**src/rtl/ex_muldiv_stage.sv**
```systemverilog
// EX stage: operand forwarding, ALU, branch target and destination select,
// plus an iterative radix-2 multiply/divide unit that owns the HI/LO registers.

module alu #(
    parameter int BITS_SIZE = 32,
    parameter int BITS_OP   = 4,
    parameter int BITS_REGS = 5
) (
    input  logic [BITS_SIZE-1:0] i_a,
    input  logic [BITS_SIZE-1:0] i_b,
    input  logic [BITS_REGS-1:0] i_shamt,
    input  logic                 i_flag_shamt,
    input  logic [BITS_OP-1:0]   i_op,
    output logic                 o_zero,
    output logic [BITS_SIZE-1:0] o_result
);
    logic signed [BITS_SIZE-1:0] a_s;
    logic signed [BITS_SIZE-1:0] b_s;
    logic        [BITS_REGS-1:0] amt;

    assign a_s = i_a;
    assign b_s = i_b;
    // Shifts take either the instruction shamt field or the low bits of rs.
    assign amt = i_flag_shamt ? i_shamt : i_a[BITS_REGS-1:0];

    always_comb begin
        o_result = '0;
        case (i_op)
            BITS_OP'(0):  o_result = i_a + i_b;
            BITS_OP'(1):  o_result = i_a - i_b;
            BITS_OP'(2):  o_result = i_a & i_b;
            BITS_OP'(3):  o_result = i_a | i_b;
            BITS_OP'(4):  o_result = i_a ^ i_b;
            BITS_OP'(5):  o_result = ~(i_a | i_b);
            BITS_OP'(6):  o_result = (a_s < b_s) ? BITS_SIZE'(1) : '0;
            BITS_OP'(7):  o_result = (i_a < i_b) ? BITS_SIZE'(1) : '0;
            BITS_OP'(8):  o_result = i_b << amt;
            BITS_OP'(9):  o_result = i_b >> amt;
            BITS_OP'(10): o_result = b_s >>> amt;
            BITS_OP'(11): o_result = i_b << (BITS_SIZE / 2);
            default:      o_result = '0;
        endcase
    end

    assign o_zero = (o_result == '0);
endmodule

module ex_muldiv_stage #(
    parameter int BITS_SIZE          = 32,
    parameter int BITS_OP            = 4,
    parameter int BITS_REGS          = 5,
    parameter int BITS_CORTOCIRCUITO = 3,
    parameter int BITS_MDOP          = 4
) (
    input  logic                          i_clk,
    input  logic                          i_reset,
    input  logic [BITS_SIZE-1:0]          i_id_extension,
    input  logic [BITS_SIZE-1:0]          i_id_pc4,
    input  logic [BITS_REGS-1:0]          i_alu_shamt,
    input  logic                          i_flag_shamt,
    input  logic [BITS_OP-1:0]            i_alu_op,
    input  logic [BITS_CORTOCIRCUITO-1:0] i_corto_register_A,
    input  logic [BITS_CORTOCIRCUITO-1:0] i_corto_register_B,
    input  logic [BITS_SIZE-1:0]          i_register1,
    input  logic [BITS_SIZE-1:0]          i_register2,
    input  logic [BITS_SIZE-1:0]          i_exmem_register,
    input  logic [BITS_SIZE-1:0]          i_wb_data_write,
    input  logic                          i_idex_ctl_alu_src,
    input  logic                          i_ctl_select_reg_rd,
    input  logic [BITS_REGS-1:0]          i_rt,
    input  logic [BITS_REGS-1:0]          i_rd,
    input  logic [BITS_MDOP-1:0]          i_md_op,
    output logic [BITS_SIZE-1:0]          o_sum_pc_branch,
    output logic [BITS_SIZE-1:0]          o_data_register_A,
    output logic [BITS_SIZE-1:0]          o_data_register_B,
    output logic                          o_alu_zero,
    output logic [BITS_SIZE-1:0]          o_alu_result,
    output logic [BITS_REGS-1:0]          o_mux_register_rd,
    output logic                          o_md_busy,
    output logic                          o_md_stall
);
    localparam int W = BITS_SIZE;
    localparam logic [BITS_CORTOCIRCUITO-1:0] FWD_EXMEM = BITS_CORTOCIRCUITO'(1);
    localparam logic [BITS_CORTOCIRCUITO-1:0] FWD_WB    = BITS_CORTOCIRCUITO'(2);
    localparam logic [BITS_MDOP-1:0] MD_MULT  = BITS_MDOP'(1);
    localparam logic [BITS_MDOP-1:0] MD_MULTU = BITS_MDOP'(2);
    localparam logic [BITS_MDOP-1:0] MD_DIV   = BITS_MDOP'(3);
    localparam logic [BITS_MDOP-1:0] MD_DIVU  = BITS_MDOP'(4);
    localparam logic [BITS_MDOP-1:0] MD_MFHI  = BITS_MDOP'(5);
    localparam logic [BITS_MDOP-1:0] MD_MFLO  = BITS_MDOP'(6);
    localparam logic [BITS_MDOP-1:0] MD_MTHI  = BITS_MDOP'(7);
    localparam logic [BITS_MDOP-1:0] MD_MTLO  = BITS_MDOP'(8);
    localparam logic [W-1:0] ONES    = '1;
    localparam logic [W-1:0] ONE     = W'(1);
    localparam logic [W-1:0] LAST    = W'(W - 1);
    localparam logic [W-1:0] MIN_NEG = {1'b1, {(W-1){1'b0}}};

    typedef enum logic [1:0] {ST_IDLE, ST_RUN, ST_FIX} state_t;

    function automatic logic [W-1:0] abs_val(input logic signed [W-1:0] x);
        return (x < 0) ? W'(-x) : W'(x);
    endfunction

    function automatic logic [W-1:0] neg_if(input logic [W-1:0] x, input logic n);
        return n ? (~x + ONE) : x;
    endfunction

    function automatic logic [2*W-1:0] neg_if2(input logic [2*W-1:0] x, input logic n);
        return n ? (~x + (2*W)'(1)) : x;
    endfunction

    state_t          state;
    logic [W-1:0]    cnt;
    logic [W-1:0]    hi;
    logic [W-1:0]    lo;
    logic [2*W-1:0]  acc;
    logic [W-1:0]    b_mag;
    logic [W-1:0]    a_orig;
    logic            md_div;
    logic            neg_q;
    logic            neg_r;
    logic            div_zero;
    logic            div_ovf;

    logic [W-1:0]    fwd_a;
    logic [W-1:0]    fwd_b;
    logic [W-1:0]    alu_b;
    logic [W-1:0]    alu_res;
    logic            alu_zero;
    logic            md_idle;
    logic            md_start;
    logic            md_signed;
    logic            md_valid;
    logic [W:0]      mul_sum;
    logic [2*W-1:0]  mul_next;
    logic [W:0]      div_trial;
    logic [2*W-1:0]  div_next;
    logic [2*W-1:0]  prod_fix;
    logic [W-1:0]    fix_hi;
    logic [W-1:0]    fix_lo;

    always_comb begin
        fwd_a = i_register1;
        if (i_corto_register_A == FWD_EXMEM)   fwd_a = i_exmem_register;
        else if (i_corto_register_A == FWD_WB) fwd_a = i_wb_data_write;
        fwd_b = i_register2;
        if (i_corto_register_B == FWD_EXMEM)   fwd_b = i_exmem_register;
        else if (i_corto_register_B == FWD_WB) fwd_b = i_wb_data_write;
    end

    assign alu_b             = i_idex_ctl_alu_src ? i_id_extension : fwd_b;
    assign o_data_register_A = fwd_a;
    assign o_data_register_B = fwd_b;
    assign o_sum_pc_branch   = i_id_pc4 + (i_id_extension << 2);
    assign o_mux_register_rd = i_ctl_select_reg_rd ? i_rd : i_rt;

    alu #(
        .BITS_SIZE (BITS_SIZE),
        .BITS_OP   (BITS_OP),
        .BITS_REGS (BITS_REGS)
    ) u_alu (
        .i_a          (fwd_a),
        .i_b          (alu_b),
        .i_shamt      (i_alu_shamt),
        .i_flag_shamt (i_flag_shamt),
        .i_op         (i_alu_op),
        .o_zero       (alu_zero),
        .o_result     (alu_res)
    );

    assign md_idle   = (state == ST_IDLE);
    assign md_start  = md_idle && (i_md_op >= MD_MULT) && (i_md_op <= MD_DIVU);
    assign md_signed = (i_md_op == MD_MULT) || (i_md_op == MD_DIV);
    assign md_valid  = (i_md_op >= MD_MULT) && (i_md_op <= MD_MTLO);
    assign o_md_busy  = !md_idle;
    assign o_md_stall = o_md_busy && md_valid;

    // MFHI/MFLO are only honoured once the unit is idle; while busy they stall.
    always_comb begin
        o_alu_result = alu_res;
        o_alu_zero   = alu_zero;
        if (md_idle && i_md_op == MD_MFHI) begin
            o_alu_result = hi;
            o_alu_zero   = (hi == '0);
        end else if (md_idle && i_md_op == MD_MFLO) begin
            o_alu_result = lo;
            o_alu_zero   = (lo == '0);
        end
    end

    // acc holds {partial, multiplier} for multiply and {remainder, quotient} for divide.
    always_comb begin
        mul_sum   = {1'b0, acc[2*W-1:W]} + {1'b0, (acc[0] ? b_mag : '0)};
        mul_next  = {mul_sum, acc[W-1:1]};
        div_trial = {acc[2*W-1:W], acc[W-1]} - {1'b0, b_mag};
        if (!div_trial[W]) div_next = {div_trial[W-1:0], acc[W-2:0], 1'b1};
        else               div_next = {acc[2*W-2:0], 1'b0};
    end

    always_comb begin
        prod_fix = neg_if2(acc, neg_q);
        fix_hi   = prod_fix[2*W-1:W];
        fix_lo   = prod_fix[W-1:0];
        if (md_div) begin
            if (div_zero) begin
                fix_hi = a_orig;
                fix_lo = ONES;
            end else if (div_ovf) begin
                fix_hi = '0;
                fix_lo = MIN_NEG;
            end else begin
                fix_hi = neg_if(acc[2*W-1:W], neg_r);
                fix_lo = neg_if(acc[W-1:0], neg_q);
            end
        end
    end

    always_ff @(posedge i_clk) begin
        if (i_reset) begin
            state <= ST_IDLE;
            cnt   <= '0;
            hi    <= '0;
            lo    <= '0;
        end else begin
            case (state)
                ST_IDLE: begin
                    if (md_start) begin
                        cnt   <= '0;
                        state <= ST_RUN;
                    end else if (i_md_op == MD_MTHI) begin
                        hi <= fwd_a;
                    end else if (i_md_op == MD_MTLO) begin
                        lo <= fwd_a;
                    end
                end
                ST_RUN: begin
                    cnt <= cnt + ONE;
                    if (cnt == LAST) state <= ST_FIX;
                end
                ST_FIX: begin
                    hi    <= fix_hi;
                    lo    <= fix_lo;
                    state <= ST_IDLE;
                end
                default: state <= ST_IDLE;
            endcase
        end
    end

    // Operand/datapath registers carry no reset; they are always loaded at start.
    always_ff @(posedge i_clk) begin
        if (md_start) begin
            acc      <= {{W{1'b0}}, (md_signed ? abs_val(fwd_a) : fwd_a)};
            b_mag    <= md_signed ? abs_val(fwd_b) : fwd_b;
            a_orig   <= fwd_a;
            md_div   <= (i_md_op == MD_DIV) || (i_md_op == MD_DIVU);
            neg_q    <= md_signed && (fwd_a[W-1] ^ fwd_b[W-1]);
            neg_r    <= md_signed && fwd_a[W-1];
            div_zero <= (fwd_b == '0);
            div_ovf  <= (i_md_op == MD_DIV) && (fwd_a == MIN_NEG) && (fwd_b == ONES);
        end else if (state == ST_RUN) begin
            acc <= md_div ? div_next : mul_next;
        end
    end
endmodule

```
**config.mk**
```make
export PLATFORM = sky130hd
export DESIGN_NAME = ex_muldiv_stage
export DESIGN_NICKNAME = d
export VERILOG_FILES = /design/src/rtl/ex_muldiv_stage.sv
export SDC_FILE = /design/constraint.sdc
export NUM_CORES = 2
export LEC_CHECK = 0
export CORE_AREA = 2 2 291 293
export DETAILED_ROUTE_END_ITERATION = 12
export DIE_AREA = 0 0 293 295
export GPL_ROUTABILITY_DRIVEN = 1
export SYNTH_ARGS = -nofsm -noshare
export SYNTH_HDL_FRONTEND = slang
export SYNTH_SLANG_ARGS = --single-unit
```
**constraint.sdc**
```tcl
create_clock -name i_clk -period 22 [get_ports i_clk]
set_input_delay 3.3 -clock i_clk [delete_from_list [all_inputs] [get_ports i_clk]]
set_output_delay 3.3 -clock i_clk [all_outputs]
set_load 0.05 [all_outputs]
```
======== Yosys cells after proc, flatten, opt, wreduce, memory -nomap -nowiden ========
Index checks and enable logic that the tools add are counted.
storage, ports and cells
  output and inout bits ................... 136
  word-level logic and storage cells ...... 145
  bits of input ports ..................... 226
  flip-flop bits (word level) ............. 231
cells by class
  magnitude comparators ................... 7
  mux-type cells .......................... 44
  bitwise gates (word level) .............. 8
  add/subtract/negate cells ............... 11
  shift-type cells ........................ 3
  reductions and logical operators ........ 26
  equality and inequality tests ........... 33
operator list
  cell                                                                    count
  32-bit two-way mux                                                      28
  32-bit case mux with 12 select lines                                    1
  64-bit two-way mux                                                      3
  32-bit case mux with 2 select lines                                     3
  32-bit zero test                                                        4
  32-bit by 1-bit adder with 32-bit output (second input constant)        3
  32-bit NOT                                                              3
  32-bit adder                                                            2
  64-bit by 1-bit adder with 64-bit output (second input constant)        1
  32-bit == test (second input constant)                                  2
  32-bit by 1-bit < comparator with 1-bit output (second input constant)  2
  32-bit < comparator                                                     2
  32-bit negation                                                         2
  64-bit NOT                                                              1
  32-bit by 32-bit adder with 33-bit output                               1
  33-bit by 32-bit subtractor with 33-bit output                          1
  32-bit AND                                                              1
  32-bit by 5-bit == test with 1-bit output (second input constant)       1
  4-bit by 3-bit == test with 1-bit output (second input constant)        8
  32-bit OR                                                               1
  32-bit by 5-bit left shift with 32-bit output                           1
  32-bit by 5-bit >> shifter with 32-bit output                           1
  32-bit by 5-bit >>> shifter with 32-bit output                          1
  32-bit subtractor                                                       1
  other kinds (27)                                                        58

======== Logic depth before layout (Yosys ltp) ========
  depth after elaboration ................. 10
  depth in mapped cells ................... 24
  gate-level depth less buffers ........... 21

======== By module ========
Synthesis repeated with hierarchy kept, for this count alone.
second synthesis, totals
  cell total of the unflattened synthesis .. 4,249
  area, all modules ....................... 31,206.2 um^2
by module, submodules not included
  module           seq. area each (um^2)  area each (um^2)  times used  cells each
  ex_muldiv_stage  5,635.4                20,960.1          1           2,729
  alu              0.0                    10,246.1          1           1,520

======== Least setup slack after synthesis ========
Ideal clock, no wire load.
  path kind ............................... input -> output
  start ................................... input i_corto_register_A[1]
  end ..................................... output o_alu_zero
  arrival time ............................ 9.946 ns
  path buffers ............................ 2
  path slack .............................. 8.754 ns
  cell stages on the path ................. 19
  cells stage by stage .................... clkbuf_1 nand2b_1 nor2_1 buf_1 mux2i_1 o21ai_1 inv_1 ha_1 or4_1 o31a_1 o21a_1 a2111o_1 and2_1 a211oi_1 o2111ai_1 a21oi_1 and3_1 nand4b_1 o41ai_1
between the ends
  cells in the longest elaborated chain, start to end .. 9
ends and longest elaborated chain
  element                                            RTL line  source
  from (decl)                                        62        input logic [BITS_CORTOCIRCUITO-1:0] i_corto_register_A,
  3-bit by 2-bit == test with 1-bit output           145       else if (i_corto_register_A == FWD_WB) fwd_a = i_wb_data_write;
  32-bit two-way mux                                 145
  32-bit two-way mux *                               144       if (i_corto_register_A == FWD_EXMEM) fwd_a = i_exmem_register;
  named net o_data_register_A[15]                    74        output logic [BITS_SIZE-1:0] o_data_register_A,
  32-bit < comparator, or another cell as far along  36        BITS_OP'(7): o_result = (i_a < i_b) ? BITS_SIZE'(1) : '0;
  1-bit two-way mux, or another cell as far along    36
  32-bit case mux with 12 select lines *             28        case (i_op)
  32-bit zero test *                                 45        assign o_zero = (o_result == '0);
  1-bit two-way mux *                                185       end else if (md_idle && i_md_op == MD_MFLO) begin
  1-bit two-way mux *                                182       if (md_idle && i_md_op == MD_MFHI) begin
  to (decl)                                          76        output logic o_alu_zero,
The timed path passes the listed nets; every way through them passes the cells marked *.

======== Worst setup path in the final report ========
  start ................................... input i_corto_register_B[2]
  end ..................................... output o_alu_zero
between the ends
  cells in the longest elaborated chain, start to end .. 10
ends and longest elaborated chain
  element                                            RTL line  source
  from (decl)                                        63        input logic [BITS_CORTOCIRCUITO-1:0] i_corto_register_B,
  3-bit by 2-bit == test with 1-bit output           148       else if (i_corto_register_B == FWD_WB) fwd_b = i_wb_data_write;
  32-bit two-way mux                                 148
  32-bit two-way mux *                               147       if (i_corto_register_B == FWD_EXMEM) fwd_b = i_exmem_register;
  32-bit two-way mux *                               151       assign alu_b = i_idex_ctl_alu_src ? i_id_extension : fwd_b;
  32-bit < comparator, or another cell as far along  36
  1-bit two-way mux, or another cell as far along    36
  32-bit case mux with 12 select lines *             28
  32-bit zero test *                                 45
  1-bit two-way mux *                                185
  1-bit two-way mux *                                182
Mark *: on every way between the ends. The rest lies on a longest branch, timed or not.

==> impl_metrics.tcl <==
set metrics [dict create \
    worstReg2RegStart "acc[33]$_SDFFE_PP0P_" \
    vdd_ir_drop_max_v 0.0000507 \
    die-area_um2 86400 \
    synthArstFlopShare_pct 0 \
    hold_class "reg -> reg" \
    drt_pass1_iterations 7 \
    hold_buffers 0 \
    place.gp.congestion 1.07 \
    clock_path_buffers 3 \
    post-cts-setup-buffer-count 0 \
    worst_setup_hold_path_clk_slew_ns 0.07 \
    ys_dominant_reg_cell "dfxtp_1" \
    max_cap_viol_count 0 \
    number_of_antenna_violations_at_the_first_check_in_global_routing 11 \
    total_negative_setup_slacks_ns 0 \
    num-nets-final 4934 \
    fin_crit_ns 14.76 \
    fill_cells 8660 \
    number_of_top_level_pins 362 \
    clkSinkCount 231 \
    biggest_fanout_along_the_worst_timing_path 28 \
    remaining_global_route_overflow 0 \
    synthesis.nets 4737 \
    setup_viol_count_final 0 \
    hold_viol 0 \
    syn_avg_cell_area_um2 7.10 \
    clock_latency_ns 0.55 \
    rrSetupSlack_ns 16.21 \
    worst-r2r-cell-count 16 \
    cts_max_level 1 \
    cts.repair.resized 0 \
    num_rows 106 \
    worst_r2r_endpoint "hi[30]$_SDFFE_PP0P_" \
    synth_area_leaders "edfxtp_1, dfxtp_1, ha_1, a21oi_1, nor2_1" \
    gr-usage-all-layers_pct 39.1 \
    synth_seq_area_share_pct 18.4 \
    vias_per_cell 6.51 \
    postRouteAntennaNets 0 \
    finalWirelength_um 176000 \
    syn-instance-count 4304 \
    cts_buffers 24 \
    synthesis.area_um2 30600 \
    finalCritPeriodShare_pct 67.1 \
    initialDrtViolationCount 5256 \
    power.density_cell_area_nw_per_um2 71.8 \
    start_util_pct 36.7 \
    pin_count_of_the_biggest_net_entering_global_routing 99 \
    worst-slew-pin-transition_ns 1.25 \
    outcome "finished, final reports clean" \
    hold-path-cell-count 2 \
    yosys_warnings 0 \
    hold_path_end "lo[2]$_SDFFE_PP0P_" \
    synthMostInstantiatedCell "nor2_1" \
    setup.worst_path.start_class "input port" \
    fp.coreArea_um2 83200 \
    areaGrowthSynthToFinish_pct 18.6 \
    drv_slew 0 \
    first_global_vias 34000 \
    wl_per_cell_um 31.3 \
    cp-end-kind "primary output" \
    fmax_mhz 67.7 \
    synthTopCellsByCount "nor2_1, a21oi_1, nand2_1" \
    critPathArrivalTime_ns 11.46 \
    synth_top_cell_by_area "edfxtp_1" \
    synth_largest_type_area_fraction_pct 9.92 \
    unrepaired_setup_endpoints_after_global_routing "false" \
    share_of_layout_cells_above_drive_strength_1_pct 6.15 \
    tritoncts "yes" \
    synth_seq_cells 231 \
    power_after_layout_uw 2600 \
    finClkSkew_ns 0.0209 \
    maxSlewHeadroom_pct 16.3 \
    count_of_flip_flops_with_a_built_in_enable_after_synthesis 101 \
    die_h_um 295 \
    worstPathRequired_ns 18.70 \
    total_of_buffers_placed_on_input_and_output_ports 357 \
    min_from "lo[2]$_SDFFE_PP0P_" \
    detailed_route_drc_error_count 0 \
    post-dp-hpwl_um 138000 \
    yosysUniqueCellTypes 87 \
    critPathKind "in -> out" \
    leakage_uw 0.0144 \
    route.vias.total 36500 \
    root_buffer "clkbuf_16" \
    die-width_um 293 \
    grt_first_pass_wirelength_um 248000 \
]
-- sequential cells by signal (all words and copies together), names as in the netlist --
signal and cells:
div_zero 1, lo 32, hi 32, state 2, a_orig 32, md_div 1
neg_r 1, b_mag 32, cnt 32, div_ovf 1, acc 64, neg_q 1
-- worst max-delay path, stage by stage --
cell and delay, ns:
clkdlybuf4s50_1 0.40, buf_4 0.23, inv_1 0.61, nand2_1 0.93, a221oi_1 0.57, buf_4 0.25, inv_1 0.13, ha_1 0.45
or3_1 0.47, nor4_1 0.19, o21ai_0 0.23, and3_1 0.27, o41ai_1 0.79, a211o_1 0.26, a31oi_1 0.11, o21bai_1 0.23
a211oi_1 0.12, nand2_1 0.08, nand4b_1 0.10, a221oi_1 0.41, inv_1 0.08, o41ai_1 0.37, clkdlybuf4s50_1 0.88
-- per-layer routing --
layer / vias to the layer above / track usage (%) / wire length [um]
met5: - / 0 / 14
met4: 2 / 23.2 / 12800
met3: 520 / 6.44 / 16800
met2: 2299 / 61.6 / 76300
met1: 17400 / 50.3 / 69900
li1: 16300 / - / -
-- where the power goes --
group	internal, uW	total [uW]	leakage [uW]	switching, uW
Combinational	550	1570	0.0119	1020
Clock	273	460	0.000427	188
Sequential	495	574	0.00201	79.3
Total	1320	2600	0.0144	1290
-- cells in the final DEF (no fill, tap or decap), types with 22 or more instances in the layout --
master	instances
nor2_1	468
a21oi_1	450
nand2_1	404
clkdlybuf4s50_1	356
o21ai_0	341
ha_1	202
inv_1	178
mux2i_1	173
nand3_1	133
dfxtp_1	130
xnor2_1	123
buf_4	121
xor2_1	107
edfxtp_1	101
nor3_1	95
o22ai_1	63
a221oi_1	63
o211ai_1	59
a21o_1	58
a211oi_1	52
nor4_1	52
or3_1	48
a31oi_1	46
nand4_1	41
nor2b_1	39
o21a_1	35
o31ai_1	35
nand2b_1	34
a22oi_1	31
and3_1	31
o221ai_1	31
mux2_2	30
or2_2	26
clkbuf_16	26
nand3b_1	22
o21bai_1	22
-- worst max-delay path by stage --
stage | startpoint | to | cells after the start
floorplan | i_corto_register_A[1] | o_alu_zero | 19
global placement | i_corto_register_B[2] | o_alu_zero | 22
detailed placement | i_corto_register_B[2] | o_alu_zero | 22
CTS | i_corto_register_B[2] | o_alu_zero | 22
global route | i_corto_register_B[2] | o_alu_zero | 23
finish | i_corto_register_B[2] | o_alu_zero | 23
-- logic make-up (layout without fill, tap and decap cells) --
logic type                 count (synthesis)  after routing  synth area share (%)
AOI/OAI and AO/OA                       1468           1468                  30.3
xor gates and xnor gates                 231            231                  6.62
buffers and inverters                    487            702                  6.07
other                                      0             10                     0
and+or+nand+nor                         1465           1465                  22.4
muxes                                    215            215                  7.66
DFF                                      231            231                  18.4
adders and majority gates                207            207                  8.60
-- final cells by class --
| type | count | area [um2] | area share, % |
|---|---|---|---|
| multi-input cells | 3586 | 23200 | 64.0 |
| flip-flops and latches | 231 | 5640 | 15.5 |
| repair buffers | 477 | 4470 | 12.3 |
| well taps | 1080 | 1350 | 3.73 |
| inverters | 181 | 682 | 1.88 |
| clock buffers | 27 | 654 | 1.81 |
| clock inverters | 17 | 213 | 0.587 |
| diodes | 10 | 25.0 | 0.0690 |
-- stage by stage --
| stage | instances | area (um2) | setup slack [ns] | hold WS [ns] | utilization, % |
|---|---|---|---|---|---|
| after floorplan | 4304 | 30600 | 8.75 | 0.441 | - |
| after global placement | 5555 | 35400 | 7.54 | 0.456 | 42.5 |
| after detailed placement | 5555 | 35400 | 7.54 | 0.464 | 42.5 |
| after CTS | 5599 | 36200 | 7.51 | 0.473 | 43.6 |
| after global routing | 5606 | 36200 | 6.95 | 0.492 | 43.6 |
| final | 5609 | 36300 | 7.24 | 0.477 | 43.6 |
Power figures use the tool's default switching activity.
